File: src/rtl/mac_pkg.sv
// rtl/mac_pkg.sv - shared FSM state type, default widths and saturation limits for mac_vec_acc
package mac_pkg;

    typedef enum logic [1:0] {
        IDLE  = 2'd0,
        ACCUM = 2'd1,
        DRAIN = 2'd2,
        HOLD  = 2'd3
    } mac_state_t;

    localparam int DEF_DATA_W = 16;
    localparam int DEF_ACC_W  = 40;
    localparam int DEF_LEN_W  = 8;
    localparam int LIMIT_W    = 128;

    // Limits are built wide and sliced by the caller to its accumulator width.
    function automatic logic [LIMIT_W-1:0] sat_max(input int width, input logic is_signed);
        logic [LIMIT_W-1:0] ones;
        ones = {LIMIT_W{1'b1}};
        return ones >> (LIMIT_W - width + (is_signed ? 1 : 0));
    endfunction

    function automatic logic [LIMIT_W-1:0] sat_min(input int width, input logic is_signed);
        logic [LIMIT_W-1:0] one;
        one = {{(LIMIT_W-1){1'b0}}, 1'b1};
        return is_signed ? (one << (width - 1)) : '0;
    endfunction

endpackage

File: src/rtl/mac_mult_stage.sv
// rtl/mac_mult_stage.sv - registered signed/unsigned DATA_W x DATA_W multiplier with valid bit
module mac_mult_stage
    import mac_pkg::*;
#(
    parameter int DATA_W = DEF_DATA_W
) (
    input  logic                  clk,
    input  logic                  rst,
    input  logic                  load,
    input  logic                  signed_mode,
    input  logic [DATA_W-1:0]     multiplier,
    input  logic [DATA_W-1:0]     multiplicand,
    output logic [2*DATA_W-1:0]   product,
    output logic                  product_valid
);

    logic [2*DATA_W-1:0] op_a;
    logic [2*DATA_W-1:0] op_b;
    logic [2*DATA_W-1:0] product_next;

    // The low 2*DATA_W bits of the product are exact for both signednesses
    // once the operands are extended to that width.
    assign op_a         = {{DATA_W{signed_mode & multiplier[DATA_W-1]}}, multiplier};
    assign op_b         = {{DATA_W{signed_mode & multiplicand[DATA_W-1]}}, multiplicand};
    assign product_next = op_a * op_b;

    always_ff @(posedge clk or posedge rst) begin
        if (rst) begin
            product       <= '0;
            product_valid <= 1'b0;
        end else begin
            product_valid <= load;
            if (load) begin
                product <= product_next;
            end
        end
    end

endmodule

File: src/rtl/mac_vec_acc.sv
// rtl/mac_vec_acc.sv - vector dot-product accumulator with wrap/saturate and sticky overflow
module mac_vec_acc
    import mac_pkg::*;
#(
    parameter int DATA_W = DEF_DATA_W,
    parameter int ACC_W  = DEF_ACC_W,
    parameter int LEN_W  = DEF_LEN_W
) (
    input  logic              clk,
    input  logic              rst,
    input  logic              start,
    input  logic [LEN_W-1:0]  len,
    input  logic              signed_mode,
    input  logic              sat_mode,
    input  logic              in_valid,
    output logic              in_ready,
    input  logic [DATA_W-1:0] multiplier,
    input  logic [DATA_W-1:0] multiplicand,
    output logic              out_valid,
    input  logic              out_ready,
    output logic [ACC_W-1:0]  result,
    output logic              overflow,
    output logic              busy
);

    localparam int EXT_W = ACC_W - 2*DATA_W;
    localparam logic [LIMIT_W-1:0] MAX_S_W = sat_max(ACC_W, 1'b1);
    localparam logic [LIMIT_W-1:0] MAX_U_W = sat_max(ACC_W, 1'b0);
    localparam logic [LIMIT_W-1:0] MIN_S_W = sat_min(ACC_W, 1'b1);
    localparam logic [ACC_W-1:0]   MAX_S   = MAX_S_W[ACC_W-1:0];
    localparam logic [ACC_W-1:0]   MAX_U   = MAX_U_W[ACC_W-1:0];
    localparam logic [ACC_W-1:0]   MIN_S   = MIN_S_W[ACC_W-1:0];

    mac_state_t state, state_next;

    logic [LEN_W-1:0]    len_q;
    logic [LEN_W-1:0]    cnt;
    logic                signed_q;
    logic                sat_q;
    logic [ACC_W-1:0]    acc;
    logic [ACC_W-1:0]    acc_next;
    logic                ovf;
    logic                sat_hi;
    logic                sat_lo;
    logic                accept;
    logic                start_ok;
    logic [2*DATA_W-1:0] product;
    logic                product_valid;
    logic [ACC_W-1:0]    prod_ext;
    logic [ACC_W:0]      sum_wide;
    logic [ACC_W-1:0]    sum;
    logic                pos_ovf;
    logic                neg_ovf;

    assign start_ok = (state == IDLE) && start;
    assign accept   = in_valid && in_ready;

    mac_mult_stage #(
        .DATA_W (DATA_W)
    ) u_mult (
        .clk           (clk),
        .rst           (rst),
        .load          (accept),
        .signed_mode   (signed_q),
        .multiplier    (multiplier),
        .multiplicand  (multiplicand),
        .product       (product),
        .product_valid (product_valid)
    );

    generate
        if (EXT_W > 0) begin : g_ext
            assign prod_ext = {{EXT_W{signed_q & product[2*DATA_W-1]}}, product};
        end else begin : g_noext
            assign prod_ext = product;
        end
    endgenerate

    assign sum_wide = {1'b0, acc} + {1'b0, prod_ext};
    assign sum      = sum_wide[ACC_W-1:0];

    always_comb begin
        pos_ovf  = 1'b0;
        neg_ovf  = 1'b0;
        acc_next = sum;
        if (signed_q) begin
            pos_ovf = !acc[ACC_W-1] && !prod_ext[ACC_W-1] &&  sum[ACC_W-1];
            neg_ovf =  acc[ACC_W-1] &&  prod_ext[ACC_W-1] && !sum[ACC_W-1];
        end else begin
            pos_ovf = sum_wide[ACC_W];
        end
        // Once clamped, the accumulator stays pinned in that direction until the next start.
        if (sat_q && (sat_hi || (pos_ovf && !sat_lo))) begin
            acc_next = signed_q ? MAX_S : MAX_U;
        end else if (sat_q && (sat_lo || neg_ovf)) begin
            acc_next = signed_q ? MIN_S : '0;
        end
    end

    always_ff @(posedge clk or posedge rst) begin
        if (rst) begin
            state <= IDLE;
        end else begin
            state <= state_next;
        end
    end

    always_comb begin
        state_next = state;
        in_ready   = 1'b0;
        case (state)
            IDLE: begin
                if (start) begin
                    state_next = (len == '0) ? HOLD : ACCUM;
                end
            end
            ACCUM: begin
                in_ready = (cnt < len_q);
                if (accept && (cnt == len_q - LEN_W'(1))) begin
                    state_next = DRAIN;
                end
            end
            DRAIN: begin
                if (!product_valid) begin
                    state_next = HOLD;
                end
            end
            HOLD: begin
                if (out_ready) begin
                    state_next = IDLE;
                end
            end
            default: state_next = IDLE;
        endcase
    end

    always_ff @(posedge clk or posedge rst) begin
        if (rst) begin
            acc      <= '0;
            ovf      <= 1'b0;
            sat_hi   <= 1'b0;
            sat_lo   <= 1'b0;
            cnt      <= '0;
            len_q    <= '0;
            signed_q <= 1'b0;
            sat_q    <= 1'b0;
        end else if (start_ok) begin
            acc      <= '0;
            ovf      <= 1'b0;
            sat_hi   <= 1'b0;
            sat_lo   <= 1'b0;
            cnt      <= '0;
            len_q    <= len;
            signed_q <= signed_mode;
            sat_q    <= sat_mode;
        end else begin
            if (accept) begin
                cnt <= cnt + LEN_W'(1);
            end
            if (product_valid) begin
                acc    <= acc_next;
                ovf    <= ovf | pos_ovf | neg_ovf;
                sat_hi <= sat_hi | (sat_q & pos_ovf & !sat_lo);
                sat_lo <= sat_lo | (sat_q & neg_ovf & !sat_hi);
            end
        end
    end

    assign result    = acc;
    assign overflow  = ovf;
    assign out_valid = (state == HOLD);
    assign busy      = (state != IDLE);

endmodule

File: config.mk
export PLATFORM = sky130hd
export DESIGN_NAME = mac_vec_acc
export DESIGN_NICKNAME = d
export VERILOG_FILES = /design/src/rtl/mac_pkg.sv /design/src/rtl/mac_mult_stage.sv /design/src/rtl/mac_vec_acc.sv
export SDC_FILE = /design/constraint.sdc
export NUM_CORES = 1
export LEC_CHECK = 0
export ABC_AREA = 1
export BUFFER_PORTS_ARGS = -buffer_cell sky130_fd_sc_hd__clkbuf_2
export CORE_MARGIN = 4
export CORE_UTILIZATION = 46
export DETAILED_ROUTE_END_ITERATION = 8
export HOLD_SLACK_MARGIN = 0.02
export PLACE_DENSITY = 0.74
export SLEW_MARGIN = 30
export SYNTH_ARGS = -nofsm -noshare
export SYNTH_HDL_FRONTEND = slang
export SYNTH_SLANG_ARGS = --single-unit
File: constraint.sdc
create_clock -name clk -period 7.2 [get_ports clk]
set_input_delay 0.72 -clock clk [delete_from_list [all_inputs] [get_ports clk]]
set_output_delay 0.72 -clock clk [all_outputs]
set_load 0.1 [all_outputs]
---- Word level (Yosys, flattened, before mapping) ----
Index checks and enable logic that the tools add are counted.
storage, ports and cells
  register bits after elaboration ......... 96
  output and inout bits ................... 44
  logic and storage cells ................. 81
  input bits .............................. 47
cells by class
  reductions and logical operators ........ 23
  equality and inequality tests ........... 8
  mux-type cells .......................... 23
  $add $sub $neg .......................... 3
  multiply operators ...................... 1
  magnitude comparators ................... 1
  bitwise logic cells ..................... 11
operators with widths
  operator             count
  $mux 40              6
  $add 40x40->41       1
  $mul 17x17->32       1
  $mux 8               2
  $logic_and 1x1->1    10
  $mux 2               5
  $mux 1               9
  $add 8x1->8 const B  1
  $eq 8x8->1           1
  $logic_not 8->1      1
  $lt 8x8->1           1
  $pmux 2 s4           1
  $sub 8x1->8 const B  1
  $and 1x1->1          7
  $ne 2x2->1 const B   3
  $reduce_bool 2->1    3
  $logic_not 1->1      5
  $eq 2x2->1 const B   2
  $or 1x1->1           4
  $reduce_and 4->1     1
  $eq 2x1->1 const B   1
  $logic_not 2->1      1
  $logic_or 1x1->1     2
  $ne 2x1->1 const B   1

---- Depth between registers and ports, before layout ----
Gate-level depths: netlist of run 1.
  depth after elaboration ................. 11
  gate-level depth with buffers ........... 30
  depth with buffers taken out ............ 28

---- Modules after synthesis ----
A second synthesis of run 1 with hierarchy kept.
second synthesis, totals
  cells, all modules ...................... 2640
  area, all modules ....................... 18864.3 um2
by module, submodules not included
  module          cells an instance  times used  area each (um2)
  mac_mult_stage  1663               1           12623.4
  mac_vec_acc     977                1           6241.0

---- Worst setup path after synthesis of run 1 ----
Ideal clock, no wire load.
  kind .................................... in2reg
  start point ............................. in multiplier[15]
  end point ............................... reg u_mult.product[27]
  data required time ...................... 7.082 ns
  library setup time ...................... 0.118 ns
  slack ................................... 1.059 ns
  data arrival time ....................... 6.023 ns
  cell stages on the path ................. 26
  path through ............................ clkbuf_1 clkbuf_1 nand2_1 nor2_1 inv_1 fa_1 inv_1 fa_1 inv_1 fa_1 inv_1 fa_1 fa_1 inv_1 fa_1 inv_1 ha_1 a21oi_1 o21ai_0 a21oi_1 nand3_1 nand3_1 nand2_1 or2_2 nand3_1 nand2_1
between the ends
  cells in the longest elaborated chain, start to end .. 2
ends and longest elaborated chain
  item                  RTL line              RTL
  start, declared       mac_vec_acc.sv:17     input logic [DATA_W-1:0] multiplier,
  $and 1x1->1           mac_mult_stage.sv:23  assign op_a = {{DATA_W{signed_mode & multiplier[DATA_W-1]}}, multiplier};
  $mul 17x17->32 (*)    mac_mult_stage.sv:25  assign product_next = op_a * op_b;
  end signal, assigned  mac_mult_stage.sv:34  product <= product_next;
  end, declared         mac_mult_stage.sv:13  output logic [2*DATA_W-1:0] product,
Mark *: on every way between the ends. The rest lies on a longest branch, timed or not.
A chain may end at the register's enable or synchronous reset.

---- Worst setup path after layout of run 1 ----
  start point ............................. in multiplicand[2]
  end point ............................... reg u_mult.product[30]
between the ends
  cells in the longest elaborated chain, start to end .. 1
ends and longest elaborated chain
  item             RTL line              RTL
  start, declared  mac_vec_acc.sv:18     input logic [DATA_W-1:0] multiplicand,
  $mul 17x17->32   mac_mult_stage.sv:25
Every way passes these cells.

==> impl_results.md, run 1 <==
- Slew Limit Fails: 0
- Clk root buf: clkbuf_16
- Initial antenna violation count: 0
- Area grow syn2layout: 6.13%
- Clock Pin Slew Worst Setup and Hold Paths: 0.07 ns
- Worst clock skew: 0.0119 ns
- Row cnt: 72
- Initial Util: 0.467
- WP data required: 7.44 ns
- Ys async rst share: 1.00
- Syn nets: 2,900
- Synth cell types: 49
- Synth area leader: fa_1
- First-pass GRT wire length: 79,200 µm
- Synthesis Warnings: 0
- Via count: 15,300
- GR Util All Layers: 0.230
- Crit Path Max Fanout: 16
- Status: finished, final reports clean
- Layout fillers: 3,802
- Buffers on Ports: 90
- Rel. slew slack: 0.467
- Actual slew at the worst max-slew pin: 0.796 ns
- Crit path DAT: 6.63 ns
- Hpwl dp: 40,000 µm
- Final setup viols: 0
- Pre-CTS setup slack: 0.512 ns
- Endpoints failing hold: 0
- Hold crit path type: primary input to async pin
- Initial DRC Count: 1,055
- Cts hold-fix bufs: 0
- Core area: 0.0387 mm²
- Resized Gates After CTS: 0
- Final Cycle Share: 0.887
- Die area: 0.0426 mm²
- Fin nets: 2,914
- Cts bufs inserted: 9
- Synthesized flop and latch total: 96
- Fmax: 0.156 GHz
- CTS Sinks: 96
- Top cells by count, synth: 695 x nand2_1, 541 x inv_1, 283 x fa_1
- Share of the yosys chip area belonging to registers: 0.133
- Worst-Skew Late Latency: 0.36 ns
- Syn Area/Cell: 7.44 µm²
- Synth top area cells: fa_1 31%, nand2_1 14%, dfrtp_1 13%
- Max_cap viols: 0
- Drt first pass iters: 5
- Share of layout cells above drive strength 1: 0.0641
- TNS Setup: 0 ns
- Antenna Cells: 0
- Die height: 206 µm
- CTS tree: yes
- Unrepaired setup endpoints after global routing: false
- Fin crit period: 6.39 ns
- R2R cell count: 20
- Post-DR wirelength/cell: 16.1 µm
- CP Capture Type: flop
- Post-synthesis cell area: 0.0181 mm²
- Gr ovfl total: 0
- Antenna-violating nets left: 0
- Vias in the first global route: 15,800
- Worst Setup Path Type: primary input to flop
- Routed wire length: 47,700 µm
- Count leader, synth: nand2_1
- I/O pins: 91
- Number of synthesized flops with an enable pin: 0
- Die X: 206 µm
- Pin count of the biggest net entering global routing: 60
- Post-CTS setup buffer count: 0
- Routed vias/inst: 5.15
- Htree depth: 3
- Top_reg_cell synth: dfrtp_1
- Gpl congestion: 0.936
- Post-Synthesis Cells: 2,432
- Clk buf depth: 2
- Final worst slack: 0.810 ns
- DRC: 0
- Post-synth top area share: 0.313
- Startpoint types: primary input
-- through the flow --
| step | hold slack (ns) | instance area (µm²) | util | instances |
|---|---|---|---|---|
| 2_1_floorplan | 0.453 | 18100 | - | 2432 |
| 3_3_place_gp | 0.476 | 18900 | 0.487 | 2953 |
| 3_5_place_dp | 0.473 | 18900 | 0.487 | 2953 |
| 4_1_cts | 0.440 | 19200 | 0.496 | 2968 |
| 5_1_grt | 0.463 | 19200 | 0.496 | 2968 |
| 6_report | 0.414 | 19200 | 0.496 | 2968 |
-- worst paths after layout --
check                      slack [ns]                              to                            from
hold reg to reg                  0.49  u_mult.product[24]$_DFFE_PP0P_  u_mult.product[24]$_DFFE_PP0P_
setup / recovery                 0.81  u_mult.product[30]$_DFFE_PP0P_                 multiplicand[2]
hold / removal                   0.41               sat_q$_DFFE_PP0P_                             rst
setup reg to reg                 0.88  u_mult.product[27]$_DFFE_PP0P_            signed_q$_DFFE_PP0P_
max in group asynchronous        5.72  u_mult.product[10]$_DFFE_PP0P_                             rst
min in group clk                 0.49  u_mult.product[24]$_DFFE_PP0P_  u_mult.product[24]$_DFFE_PP0P_
-- critical path, stage by stage --
cell and delay, ns:
clkbuf_2 0.35, nand2_1 0.18, nor2_1 0.33, inv_1 0.11, fa_1 0.51, inv_1 0.05, fa_1 0.53, inv_1 0.05
fa_1 0.49, inv_1 0.05, fa_1 0.49, fa_1 0.49, inv_1 0.05, fa_1 0.47, inv_1 0.04, ha_1 0.35
nand3_1 0.14, nor3_1 0.27, nand4_1 0.15, nand3_1 0.19, nand3_1 0.10, nand2_1 0.12, nand4_1 0.11, nand2_1 0.08
nand2_1 0.05, nand3_1 0.07, nand2_1 0.07
-- area by class of cell --
| class | count | area [µm²] | area share |
|---|---|---|---|
| clock buffer | 10 | 239 | 0.0124 |
| sequential | 96 | 2400 | 0.125 |
| timing repair buffer | 100 | 526 | 0.0274 |
| multi-input combinational | 1691 | 13200 | 0.689 |
| tap | 518 | 648 | 0.0337 |
| inverter | 548 | 2060 | 0.107 |
| clock inverter | 5 | 104 | 0.00541 |
-- cell usage in the layout, fill, tap and decap left out, types with 10 or more instances in the layout --
cell,instances
nand2_1,694
inv_1,540
fa_1,283
ha_1,138
nor2_1,120
nand3_1,97
dfrtp_1,96
clkbuf_2,90
a21oi_1,84
o21ai_0,80
xor2_1,39
xnor2_1,30
nor3_1,18
or2_2,13
a31oi_1,12
o21bai_1,11
buf_4,10
-- state kept, by name (all words and copies together), names as in the netlist --
| register | count |
|---|---|
| cnt | 8 |
| len_q | 8 |
| overflow | 1 |
| result | 40 |
| sat_hi | 1 |
| sat_lo | 1 |
| sat_q | 1 |
| signed_q | 1 |
| state | 2 |
| u_mult.product | 32 |
| u_mult.product_valid | 1 |
-- layer usage --
layer | GRT usage | up-vias | routed length (µm)
li1 | - | 7281 | -
met1 | 0.309 | 7466 | 20500
met2 | 0.399 | 456 | 23500
met3 | 0.0320 | 70 | 2930
met4 | 0.0456 | 0 | 834
met5 | 0 | - | 0
-- kinds of logic (layout without fill, tap and decap cells) --
logic type / after synthesis / in the layout / share of synthesized area
AND/OR/NAND/NOR: 984 / 984 / 0.221
buffers and inverters: 645 / 663 / 0.137
adder cells (fa/ha/maj): 421 / 421 / 0.408
AO/OA/AOI/OAI: 216 / 216 / 0.0663
flip-flops: 96 / 96 / 0.133
XOR/XNOR: 70 / 70 / 0.0346
Power of run 1 is not shown: default switching activity piles up to over one toggle a cycle in this logic, so the estimate is an artifact.
==> run 2: changes to the inputs <==
--- a/config.mk
+++ b/config.mk
@@ -6,7 +6,7 @@
 export NUM_CORES = 1
 export LEC_CHECK = 0
 export ABC_AREA = 1
-export BUFFER_PORTS_ARGS = -buffer_cell sky130_fd_sc_hd__clkbuf_2
+export BUFFER_PORTS_ARGS = -buffer_cell sky130_fd_sc_hd__buf_4
 export CORE_MARGIN = 4
 export CORE_UTILIZATION = 46
 export DETAILED_ROUTE_END_ITERATION = 8
@@ -15,4 +15,5 @@
 export SLEW_MARGIN = 30
 export SYNTH_ARGS = -nofsm -noshare
 export SYNTH_HDL_FRONTEND = slang
+export SYNTH_HIERARCHICAL = 1
 export SYNTH_SLANG_ARGS = --single-unit
==> impl_results.md, run 2 <==
- Syn nets: 3,108 (+7.2%)
- WP data required: 7.48 ns (+0.04 ns)
- Initial DRC Count: 1,137 (+7.8%)
- Synth area leader: fa_1
- Vias in the first global route: 16,800 (+6.2%)
- Core area: 0.0401 mm² (+3.5%)
- CP Capture Type: flop
- Resized Gates After CTS: 0 (unchanged)
- Antenna-violating nets left: 0 (unchanged)
- Post-DR wirelength/cell: 15.7 µm (-2.5%)
- Clk buf depth: 2 (unchanged)
- Top cells by count, synth: 801 x nand2_1, 637 x inv_1, 283 x fa_1
- Synth top area cells: fa_1 30%, nand2_1 16%, dfrtp_1 13%
- Reg2reg end: u_mult/product[24]$_DFFE_PP0P_
- Max_cap viols: 0 (unchanged)
- Die height: 211 µm (+2.0%)
- Hpwl dp: 41,400 µm (+3.5%)
- Most used cell, CP: fa_1
- Synthesized flop and latch total: 96 (unchanged)
- Count leader, synth: nand2_1
- Status: finished, final reports clean
- Most frequent cells in the layout: 801 x nand2_1, 636 x inv_1, 283 x fa_1
- Commonest non-fill, non-tap cell in the layout: nand2_1
- Crit path launch: signed_q$_DFFE_PP0P_
- Largest register FFs: 40 (unchanged)
- Layout fillers: 3,930 (+3.4%)
- I/O pins: 91 (unchanged)
- First-pass GRT wire length: 82,800 µm (+4.5%)
- Gr ovfl total: 0 (unchanged)
- Number of synthesized flops with an enable pin: 0 (unchanged)
- Post-CTS setup buffer count: 0 (unchanged)
- Die area: 0.0443 mm² (+4.1%)
- Htree depth: 3 (unchanged)
- Post-Synthesis Cells: 2,640 (+8.6%)
- Fmax: 0.149 GHz (-4.6%)
- CTS Sinks: 96 (unchanged)
- Antenna Cells: 0 (unchanged)
- Synth cell types: 51 (+4.1%)
- Share of the yosys chip area belonging to registers: 0.127 (-0.00540)
- Post-synthesis cell area: 0.0189 mm² (+4.2%)
- CP peak stage delay: 0.70 ns (+0.17 ns)
- Initial antenna violation count: 0 (unchanged)
- R2R Path Start: signed_q$_DFFE_PP0P_
- Buffers on Ports: 90 (unchanged)
- Worst clock skew: 0.00790 ns (-0.00403 ns)
- Die X: 211 µm (+2.0%)
- CTS tree: yes
- Share of layout cells above drive strength 1: 0.0744 (+0.0104)
- Worst Setup Path Type: flop to flop
- Clock Pin Slew Worst Setup and Hold Paths: 0.07 ns (about the same)
- Synthesis Warnings: 6 (+6)
- Final setup viols: 0 (unchanged)
- Hold crit path type: primary input to async pin
- Fin crit period: 6.70 ns (+0.305 ns)
- Slew Limit Fails: 0 (unchanged)
- Cts hold-fix bufs: 0 (unchanged)
- GR Util All Layers: 0.228 (-0.00218)
- DRC: 0 (unchanged)
- Crit path cell chain: nand2_1, or2_2, fa_1, fa_1, inv_1, fa_1, fa_1, fa_1, inv_1, fa_1, inv_1, ha_1, nand2_1, nor2_1, inv_1, nor3_1, nand3_1, nand3_1, nand2_1, a31oi_1
- Drt first pass iters: 5 (unchanged)
- Top_reg_cell synth: dfrtp_1
- TNS Setup: 0 ns (unchanged)
- R2R cell count: 20 (unchanged)
- Gpl congestion: 0.959 (+2.5%)
- Fin nets: 3,124 (+7.2%)
- Rel. slew slack: 0.452 (-0.0152)
- Reg-to-reg slack, setup: 0.50 ns (-0.38 ns)
- Initial Util: 0.470 (+0.00328)
- Clk root buf: clkbuf_16
- Unrepaired setup endpoints after global routing: false
- Crit Path Max Fanout: 17 (+1)
- Row cnt: 73 (+1.4%)
- Slowest-stage cell, CP: dfrtp_1
- Worst-Skew Late Latency: 0.36 ns (about the same)
- Startpoint types: flop
- Cts bufs inserted: 9 (unchanged)
- Endpoints failing hold: 0 (unchanged)
- Routed vias/inst: 5.10 (-0.86%)
- Area grow syn2layout: 6.83%
- Ys async rst share: 1.00 (unchanged)
- Final Cycle Share: 0.930 (+0.0424)
- Post-synth top area share: 0.300 (-0.0127)
- Routed wire length: 49,900 µm (+4.6%)
- Pin count of the biggest net entering global routing: 64 (+6.7%)
- Syn Area/Cell: 7.15 µm² (-4.0%)
- Via count: 16,200 (+6.4%)
- Actual slew at the worst max-slew pin: 0.822 ns (+0.0256 ns)
- Crit path DAT: 6.98 ns (+0.35 ns)
==> run 2: layer usage <==
| layer | routed length (µm) | GRT usage | vias up | share of wire |
|---|---|---|---|---|
| li1 | - | - | 7835 | - |
| met1 | 22400 | 0.309 | 7816 | 0.45 |
| met2 | 23800 | 0.391 | 522 | 0.48 |
| met3 | 2660 | 0.0211 | 75 | 0.053 |
| met4 | 1040 | 0.0680 | 0 | 0.021 |
| met5 | 0 | 0 | - | 0 |
==> run 2: area by class of cell <==
type / count / area [µm²] / area share
clock inverter: 5 / 81.3 / 0.00404
tap: 525 / 657 / 0.0326
multi-input combinational: 1808 / 13600 / 0.677
clock buffer: 10 / 229 / 0.0114
sequential: 96 / 2400 / 0.119
inverter: 645 / 2420 / 0.120
timing repair buffer: 96 / 721 / 0.0358
==> run 2: worst max path at each step <==
stage                                endpoint  cells after the start
2_1_floorplan  u_mult/product[31]$_DFFE_PP0P_                     25
5_1_grt        u_mult/product[24]$_DFFE_PP0P_                     20
4_1_cts        u_mult/product[24]$_DFFE_PP0P_                     20
6_report       u_mult/product[24]$_DFFE_PP0P_                     20
3_5_place_dp   u_mult/product[24]$_DFFE_PP0P_                     21
3_3_place_gp   u_mult/product[24]$_DFFE_PP0P_                     21
==> run 2: critical path: cells and delay by family (launching register included) <==
family	cells	cell delay (ns)
AOI/OAI and AO/OA	1	0.12
adders and majority gates	7	3.48
buffers and inverters	4	0.22
DFF	1	0.70
and+or+nand+nor	8	2.08
==> run 2: cell families after synthesis <==
kind of cell / after synthesis / share of synthesized area
AO/OA/AOI/OAI: 194 / 0.0604
buffers and inverters: 736 / 0.150
adder cells (fa/ha/maj): 421 / 0.392
AND/OR/NAND/NOR: 1166 / 0.258
flip-flops: 96 / 0.127
XOR/XNOR: 27 / 0.0125
==> run 2: per-stage QoR <==
stage	std cells	area [µm²]	util	hold slack [ns]	setup WS (ns)
6_report	3185	20200	0.503	0.477	0.505
2_1_floorplan	2640	18900	-	0.446	1.15
3_5_place_dp	3170	19800	0.495	0.475	0.351
5_1_grt	3185	20200	0.503	0.520	0.101
4_1_cts	3185	20200	0.503	0.488	0.507
3_3_place_gp	3170	19800	0.495	0.473	0.329
Power of run 2 is left out for the same reason.
